`src/rtl/trng_ht_pkg.sv`:
```
// Shared types and width helpers for the TRNG continuous health-test slice.
package trng_ht_pkg;

  typedef enum logic [1:0] {
    ST_STARTUP = 2'd0,
    ST_RUN     = 2'd1,
    ST_FAILED  = 2'd2
  } ht_state_e;

  // Bits needed to hold any count in 0..max_val.
  function automatic int unsigned ht_cnt_w(input int unsigned max_val);
    return (max_val < 1) ? 1 : $clog2(max_val + 1);
  endfunction

endpackage

```
`src/rtl/trng_ht_apt_window.sv`:
```
// Adaptive Proportion Test window: counts samples and reference-symbol matches
// per window and flags when the match count reaches the cutoff.
module trng_ht_apt_window
  import trng_ht_pkg::*;
#(
  parameter int unsigned SYM_W      = 1,
  parameter int unsigned APT_WINDOW = 1024,
  parameter int unsigned APT_CUTOFF = 589
) (
  input  logic             clk,
  input  logic             rst,
  input  logic             i_clr,
  input  logic             i_accept,
  input  logic [SYM_W-1:0] i_sample,
  output logic             o_hit
);

  localparam int unsigned AW = ht_cnt_w(APT_WINDOW);

  logic             r_open;
  logic [SYM_W-1:0] r_ref;
  logic [AW-1:0]    r_cnt;
  logic [AW-1:0]    r_match;

  logic [AW-1:0]    w_cnt_next;
  logic [AW-1:0]    w_match_next;

  always_comb begin
    w_cnt_next   = r_cnt;
    w_match_next = r_match;
    if (!r_open) begin
      w_cnt_next   = AW'(1);
      w_match_next = AW'(1);
    end else begin
      w_cnt_next = r_cnt + AW'(1);
      if (i_sample == r_ref) begin
        w_match_next = r_match + AW'(1);
      end
    end
  end

  assign o_hit = i_accept && (w_match_next >= AW'(APT_CUTOFF));

  always_ff @(posedge clk or posedge rst) begin
    if (rst) begin
      r_open  <= 1'b0;
      r_ref   <= '0;
      r_cnt   <= '0;
      r_match <= '0;
    end else if (i_clr) begin
      r_open  <= 1'b0;
      r_ref   <= '0;
      r_cnt   <= '0;
      r_match <= '0;
    end else if (i_accept) begin
      r_cnt   <= w_cnt_next;
      r_match <= w_match_next;
      if (!r_open) begin
        r_ref <= i_sample;
      end
      // Window closes once the APT_WINDOW-th sample has been counted.
      r_open <= (w_cnt_next != AW'(APT_WINDOW));
    end
  end

endmodule

```
`src/rtl/trng_health_monitor.sv`:
```
// SP 800-90B continuous health monitor (RCT + APT) with startup/run/failed gating.
// Optional HT_STATS_EN adds the longest-run statistic on max_run.
module trng_health_monitor
  import trng_ht_pkg::*;
#(
  parameter int unsigned SYM_W           = 1,
  parameter int unsigned RCT_CUTOFF      = 10,
  parameter int unsigned APT_WINDOW      = 1024,
  parameter int unsigned APT_CUTOFF      = 589,
  parameter int unsigned STARTUP_SAMPLES = 1024
) (
  input  logic             clk,
  input  logic             rst,
  input  logic [SYM_W-1:0] sample_in,
  input  logic             sample_valid,
  input  logic             fail_clr,
  output logic             rct_fail,
  output logic             apt_fail,
  output logic             health_ok,
  output logic             startup_done,
  output logic [7:0]       max_run
);

  localparam int unsigned RW = ht_cnt_w(RCT_CUTOFF);
  localparam int unsigned SW = ht_cnt_w(STARTUP_SAMPLES);

  ht_state_e        r_state;
  ht_state_e        w_state_next;

  logic [RW-1:0]    r_run;
  logic [SYM_W-1:0] r_rct_ref;
  logic             r_have_ref;
  logic [SW-1:0]    r_su_cnt;
  logic             r_rct_fail;
  logic             r_apt_fail;
  logic             r_startup_done;

  logic             w_accept;
  logic [RW-1:0]    w_run_next;
  logic             w_rct_hit;
  logic             w_apt_hit;
  logic             w_alarm;
  logic [SW-1:0]    w_su_next;

  // A clear in the same cycle as a sample discards that sample.
  assign w_accept = sample_valid && !fail_clr && (r_state != ST_FAILED);

  always_comb begin
    w_run_next = RW'(1);
    if (r_have_ref && (sample_in == r_rct_ref)) begin
      w_run_next = (r_run == '1) ? r_run : r_run + RW'(1);
    end
  end

  assign w_rct_hit = w_accept && (w_run_next >= RW'(RCT_CUTOFF));
  assign w_alarm   = w_rct_hit || w_apt_hit;
  assign w_su_next = r_su_cnt + SW'(1);

  trng_ht_apt_window #(
    .SYM_W      (SYM_W),
    .APT_WINDOW (APT_WINDOW),
    .APT_CUTOFF (APT_CUTOFF)
  ) u_apt (
    .clk      (clk),
    .rst      (rst),
    .i_clr    (fail_clr),
    .i_accept (w_accept),
    .i_sample (sample_in),
    .o_hit    (w_apt_hit)
  );

  always_ff @(posedge clk or posedge rst) begin
    if (rst) begin
      r_state <= ST_STARTUP;
    end else begin
      r_state <= w_state_next;
    end
  end

  always_comb begin
    w_state_next = r_state;
    if (fail_clr) begin
      w_state_next = ST_STARTUP;
    end else begin
      unique case (r_state)
        ST_STARTUP: begin
          if (w_accept) begin
            if (w_alarm) begin
              w_state_next = ST_FAILED;
            end else if (w_su_next == SW'(STARTUP_SAMPLES)) begin
              w_state_next = ST_RUN;
            end
          end
        end
        ST_RUN: begin
          if (w_alarm) begin
            w_state_next = ST_FAILED;
          end
        end
        ST_FAILED: w_state_next = ST_FAILED;
        default:   w_state_next = ST_STARTUP;
      endcase
    end
  end

  always_ff @(posedge clk or posedge rst) begin
    if (rst) begin
      r_run          <= '0;
      r_rct_ref      <= '0;
      r_have_ref     <= 1'b0;
      r_su_cnt       <= '0;
      r_rct_fail     <= 1'b0;
      r_apt_fail     <= 1'b0;
      r_startup_done <= 1'b0;
    end else if (fail_clr) begin
      r_run          <= '0;
      r_rct_ref      <= '0;
      r_have_ref     <= 1'b0;
      r_su_cnt       <= '0;
      r_rct_fail     <= 1'b0;
      r_apt_fail     <= 1'b0;
      r_startup_done <= 1'b0;
    end else if (w_accept) begin
      r_run      <= w_run_next;
      r_rct_ref  <= sample_in;
      r_have_ref <= 1'b1;
      if (r_state == ST_STARTUP) begin
        r_su_cnt <= w_su_next;
      end
      if (w_rct_hit) begin
        r_rct_fail <= 1'b1;
      end
      if (w_apt_hit) begin
        r_apt_fail <= 1'b1;
      end
      if ((r_state == ST_STARTUP) && (w_state_next == ST_RUN)) begin
        r_startup_done <= 1'b1;
      end
    end
  end

  assign rct_fail     = r_rct_fail;
  assign apt_fail     = r_apt_fail;
  assign startup_done = r_startup_done;
  assign health_ok    = (r_state == ST_RUN);

`ifdef HT_STATS_EN
  logic [7:0] r_max_run;
  logic [7:0] w_run_ext;

  assign w_run_ext = 8'(w_run_next);

  always_ff @(posedge clk or posedge rst) begin
    if (rst) begin
      r_max_run <= '0;
    end else if (fail_clr) begin
      r_max_run <= '0;
    end else if (w_accept && (w_run_ext > r_max_run)) begin
      r_max_run <= w_run_ext;
    end
  end

  assign max_run = r_max_run;
`else
  assign max_run = '0;
`endif

endmodule

```
`config.mk`:
```
export PLATFORM = sky130hd
export DESIGN_NAME = trng_health_monitor
export DESIGN_NICKNAME = d
export VERILOG_FILES = /design/src/rtl/trng_ht_pkg.sv /design/src/rtl/trng_ht_apt_window.sv /design/src/rtl/trng_health_monitor.sv
export SDC_FILE = /design/constraint.sdc
export NUM_CORES = 1
export LEC_CHECK = 0
export ABC_AREA = 1
export ABC_CLOCK_PERIOD_IN_PS = 3800
export CORE_ASPECT_RATIO = 1.5
export CORE_MARGIN = 2
export CORE_UTILIZATION = 42
export CTS_CLUSTER_SIZE = 25
export DETAILED_ROUTE_END_ITERATION = 12
export HOLD_SLACK_MARGIN = 0.03
export MAX_ROUTING_LAYER = met4
export SLEW_MARGIN = 20
export SYNTH_ARGS = -nofsm -noshare
export SYNTH_HDL_FRONTEND = slang
export SYNTH_SLANG_ARGS = --single-unit
```
`constraint.sdc`:
```
create_clock -name clk -period 3.8 [get_ports clk]
set_input_delay 0.57 -clock clk [delete_from_list [all_inputs] [get_ports clk]]
set_output_delay 0.57 -clock clk [all_outputs]
set_load 0.005 [all_outputs]
```
# After elaboration in Yosys (flattened, before gate mapping)
# Index checks and enable logic that the tools add are counted.
# op_classes
n_addsub	4
magnitude_cmp	2
n_eq_ne	10
mux	38
reduce_logical	19
# op_table
operator	n
$mux 11	10
$add 11x1->11 const B	3
$mux 1	18
$mux 4	4
$eq 11x11->1 const B	1
$ge 11x10->1 const B	1
$ne 11x11->1 const B	1
$mux 2	5
$reduce_and 2->1	5
$reduce_bool 2->1	5
$logic_and 1x1->1	6
$pmux 2 s3	1
$add 4x1->4 const B	1
$eq 2x1->1 const B	2
$eq 4x4->1 const B	1
$ge 4x4->1 const B	1
$ne 2x2->1 const B	2
$eq 1x1->1	2
$eq 2x2->1 const B	1
$logic_not 2->1	1
$logic_not 1->1	1
$logic_or 1x1->1	1
# totals
register_bits	46
inputBits	5
out_inout_bits	12

# Logic depth before layout (Yosys ltp)
# logic_depth
ltp_word	15
depth_mapped	16
ltp_nobuf	16

# By module
# From an unflattened synthesis, not the netlist that was laid out.
# hier_totals
cells_unflattened	404
area_unflattened_um2	2867.8
# by_module_without_submodules
module	n_inst	cells_per_inst	area_per_inst_um2
trng_ht_apt_window	1	218	1540.2
trng_health_monitor	1	186	1327.5

# Worst setup path before layout
# No wires, ideal clock.
# synth_timing
kind	input port to flip-flop
from	in sample_in
to	reg r_state[1]
t_arrival_ns	1.573
required_ns	3.680
path_slack_ns	2.107
stages	14
path_cell_list	inv_1 nand2_2 nand2_4 nand3_4 nor2_4 nand2_1 nand3_2 nand2_1 clkinv_1 nand2_1 nand2_2 nand3_2 o21ai_0 inv_1
# synth_between
elab_chain_len	10
# synth_rtl
element	line_no	source
from (decl)	trng_health_monitor.sv:14	input logic [SYM_W-1:0] sample_in,
$eq 1x1->1, on equally long branches	trng_ht_apt_window.sv:36, trng_health_monitor.sv:50	
$mux 11 or $logic_and 1x1->1 (tied branches)	trng_ht_apt_window.sv:36, trng_health_monitor.sv:50	
$mux 11 or $mux 4 (tied branches)	trng_ht_apt_window.sv:31, trng_health_monitor.sv:50	
$ge 11x10->1 or $ge 4x4->1 (tied branches)	trng_ht_apt_window.sv:42, trng_health_monitor.sv:55	
$logic_and 1x1->1, on equally long branches	trng_ht_apt_window.sv:42, trng_health_monitor.sv:55	
$logic_or 1x1->1 *	trng_health_monitor.sv:56	assign w_alarm = w_rct_hit || w_apt_hit;
$mux 2	trng_health_monitor.sv:88	if (w_alarm) begin
$mux 2	trng_health_monitor.sv:87	if (w_accept) begin
$pmux 2 s3 *	trng_health_monitor.sv:85	unique case (r_state)
$mux 2 *	trng_health_monitor.sv:82	if (fail_clr) begin
named net w_state_next[1]	trng_health_monitor.sv:28	ht_state_e w_state_next;
to (signal assigned)	trng_health_monitor.sv:76	r_state <= w_state_next;
to (decl)	trng_health_monitor.sv:27	ht_state_e r_state;
# Mark *: on every way through the listed nets, which the timed path passes. The rest lies on a longest branch.
# A chain may end at the register's enable or synchronous reset.

# Worst setup path after layout
# layout_timing
from	in fail_clr
to	reg r_startup_done, in the netlist startup_done
# layout_between
elab_chain_len	13
# layout_rtl
element	line_no	source
from (decl)	trng_health_monitor.sv:16	input logic fail_clr,
$logic_not 1->1	trng_health_monitor.sv:46	assign w_accept = sample_valid && !fail_clr && (r_state != ST_FAILED);
$logic_and 1x1->1 (2 in a row)	trng_health_monitor.sv:46	
$logic_and 1x1->1, on equally long branches	trng_health_monitor.sv:55, trng_ht_apt_window.sv:42	
$logic_or 1x1->1	trng_health_monitor.sv:56	
$mux 2	trng_health_monitor.sv:88	
$mux 2	trng_health_monitor.sv:87	
$pmux 2 s3	trng_health_monitor.sv:85	
$mux 2	trng_health_monitor.sv:82	
$eq 2x1->1	trng_health_monitor.sv:136	if ((r_state == ST_STARTUP) && (w_state_next == ST_RUN)) begin
$logic_and 1x1->1	trng_health_monitor.sv:136	
$reduce_bool 2->1 (no source line)	--	
$reduce_and 2->1 (no source line)	--	
to (signal assigned)	trng_health_monitor.sv:114	r_startup_done <= 1'b0;
to (signal assigned)	trng_health_monitor.sv:122	r_startup_done <= 1'b0;
to (signal assigned)	trng_health_monitor.sv:137	r_startup_done <= 1'b1;
to (decl)	trng_health_monitor.sv:36	logic r_startup_done;
# Several ways; a longest one is shown, not always the timed one.

==> results.sh <==
export IMPL_r2r_end="r_state[0]"
export IMPL_synthSimpleGateAreaFrac_pct=31.9
export IMPL_cp_max_fo=16
export IMPL_skew_ps=6.24
export IMPL_postCtsHoldBufs=0
export IMPL_fin_crit_sh_pct=59.3
export IMPL_ctsLongestPathBuffers=2
export IMPL_io_pins=17
export IMPL_firstDrtPassIters=4
export IMPL_pre_cts_ws_ps=1210
export IMPL_fin_cells=465
export IMPL_reg2reg_from="r_su_cnt[0]"
export IMPL_die_area_um2=7440
export IMPL_ys_seq_area_share_pct=40.6
export IMPL_die_y_um=105
export IMPL_synth_warning_count=0
export IMPL_clock_root_buffer="clkbuf_8"
export IMPL_critPathRequiredTime_ps=4020
export IMPL_synth_compound_area_share_pct=12.4
export IMPL_grt_pass1_wl_um=10500
export IMPL_ant_nets=0
export IMPL_cts_made_buffers=5
export IMPL_area_delta_synth_final_pct=7.59
export IMPL_hold_slack_ps=496
export IMPL_end_kind="register"
export IMPL_final_cell_mix="nand2_1 (90), inv_1 (52), dfrtp_1 (46), nand3_1 (29), o21ai_0 (28)"
export IMPL_grt_ovfl_total=0
export IMPL_path_cells="clkdlybuf4s50_1 > inv_2 > nand2_2 > inv_2 > nand4_1 > nand2_1 > nand2_1 > nand3_2 > nor2_1 > nand4_1 > o21ai_1"
export IMPL_drv_cap=0
export IMPL_setup_ws_ps=1550
export IMPL_synthCells=378
export IMPL_r2r_cells=9
export IMPL_dieWidth_um=71.1
export IMPL_crit_slowest_cell="clkdlybuf4s50_1"
export IMPL_drc=0
export IMPL_p_leak_nw=1.34
export IMPL_start_util_pct=43.4
export IMPL_core_area_um2=6530
export IMPL_grt_max_degree=47
export IMPL_clkLatencyLatePin_ps=290
export IMPL_slowest_delay_ps=600
export IMPL_r2r_slack_ps=1710
export IMPL_yosys_register_bits=46
export IMPL_io_buffer_count=8
export IMPL_layout_commonest_cell="nand2_1"
export IMPL_synth_area_per_cell_um2=7.50
export IMPL_ir_worst_vdd_v=0.000236
export IMPL_synth_xor_area_share_pct=2.78
export IMPL_outcome="complete, no violations"
export IMPL_slew_headroom_pct=47.8
export IMPL_synth_top_family_by_area="simple AND/OR/NAND/NOR gates"
export IMPL_place_congestion=0.910
export IMPL_post_cts_buffers=0
export IMPL_crit_type="primary input to register"
export IMPL_netlist_area_leader_share_pct=40.6
export IMPL_synthMuxAreaShare_pct=0
export IMPL_power_density_nw_per_um2=295
export IMPL_synth_fa_ha_area_share_pct=1.76
export IMPL_setup_viol=0
export IMPL_finalHoldViolations=0
export IMPL_period_needed_ps=2250
export IMPL_antenna_cells=0
export IMPL_cts_sinks=46
export IMPL_htreeDepth=2
export IMPL_nets=397
export IMPL_ys_types=36
export IMPL_post_route_util_pct=46.7
export IMPL_routedWlPerCell_um=12.9
export IMPL_grt_use_total_pct=17.7
export IMPL_drt_wl_total_um=5980
export IMPL_num_vias=2421
export IMPL_clkTransAtPathRegs_ps=80
export IMPL_cts_tree="yes"
export IMPL_crit_arrival_ps=2470
export IMPL_max_freq_ghz=0.444
export IMPL_dp_cells=457
export IMPL_hold_path_class="register to register"
export IMPL_crit_start="fail_clr"
export IMPL_drt_iter0_markers=147
export IMPL_synth_largest_area_cell="dfrtp_1"
export IMPL_dp_hpwl_um=4410
export IMPL_antenna_found_initial=0
export IMPL_tightest_slew_ps=782
export IMPL_via_per_inst=5.21
export IMPL_start_kind="primary input"
export IMPL_grt_setup_unrepaired="no"
export IMPL_finalSetupTns_ps=0
export IMPL_drive_gt1_share_pct=9.51
export IMPL_ctsResizeCount=0
export IMPL_crit_end="startup_done"
export IMPL_syn_cell_area_um2=2840
export IMPL_slew_violations=0
export IMPL_synthTopCellsByArea="dfrtp_1 (41%), nand2_1 (12%), inv_1 (7.0%)"
export IMPL_rows=36
export IMPL_grt_pass1_vias=2381
-- logic make-up (layout without fill, tap and decap cells) --
| kind of cell | after synthesis | in the layout |
|---|---|---|
| buffers and inverters | 69 | 73 |
| AND/OR/NAND/NOR | 188 | 188 |
| other | 1 | 8 |
| AO/OA/AOI/OAI | 61 | 61 |
| XOR/XNOR | 9 | 9 |
| flip-flops | 46 | 46 |
| adder cells (fa/ha/maj) | 4 | 4 |
-- cell usage after synthesis, drive strengths merged --
library cell and instances:
dfrtp 46, o21ai 31, a21oi 9, nand2 99, clkinv 1, conb 1, a31oi 1, nand4 7
nor2 33, a211oi 1, clkbuf 3, nor3 11, xnor2 1, nand3b 2, buf 10, ha 4
a22o 1, xor2 8, inv 55, o211ai 2, nor4 1, nand3 34, nor3b 1, a21boi 1
o22ai 15
-- final cells by class --
cell class / count / area [um2]
inverters: 56 / 211
flip-flops and latches: 46 / 1150
clock inverters: 1 / 5.00
well taps: 76 / 95.1
fillers: 641 / 3480
clock buffers: 7 / 86.3
multi-input cells: 270 / 1420
repair buffers: 9 / 87.6
-- metrics by stage --
step,total power [mW],area (um2)
6_report,0.901,3050
5_1_grt,0.953,3050
3_3_place_gp,0.605,2960
2_1_floorplan,0.586,2860
3_5_place_dp,0.606,2960
4_1_cts,0.916,3050
-- report_power, final --
group / switching [mW] / total [mW] / internal [mW]
clock: 0.159 / 0.306 / 0.147
sequential: 0.0123 / 0.510 / 0.498
combinational: 0.0608 / 0.0846 / 0.0238
-- sequential cells by signal, indices dropped and copies added (netlist names) --
register       count
startup_done       1
r_su_cnt          11
r_rct_ref          1
u_apt.r_cnt       11
u_apt.r_match     11
rct_fail           1
u_apt.r_ref        1
apt_fail           1
u_apt.r_open       1
r_have_ref         1
r_state            2
r_run              4
-- layer usage --
metal  track usage [%]  vias to the layer above  wire length [um]
met5                 -                        -                 0
met4              5.93                        0                78
met3              2.31                        6               162
met2              30.4                       37              3150
met1              21.2                     1138              2590
li1                  -                     1240                 -
-- critical path, delay by kind of cell --
kind,cells,cell delay [ps]
AO/OA/AOI/OAI,1,80
buffers and inverters,3,920
AND/OR/NAND/NOR,7,900
-- worst min-delay path by stage --
stage	start	end	slack, ps	cells after the start
floorplan	rct_fail	rct_fail	470	2
global placement	rct_fail	rct_fail	490	2
detailed placement	rct_fail	rct_fail	470	2
CTS	rct_fail	rct_fail	500	2
global route	rct_fail	rct_fail	510	2
finish	rct_fail	rct_fail	500	2
(Power assumes the default switching activity.)
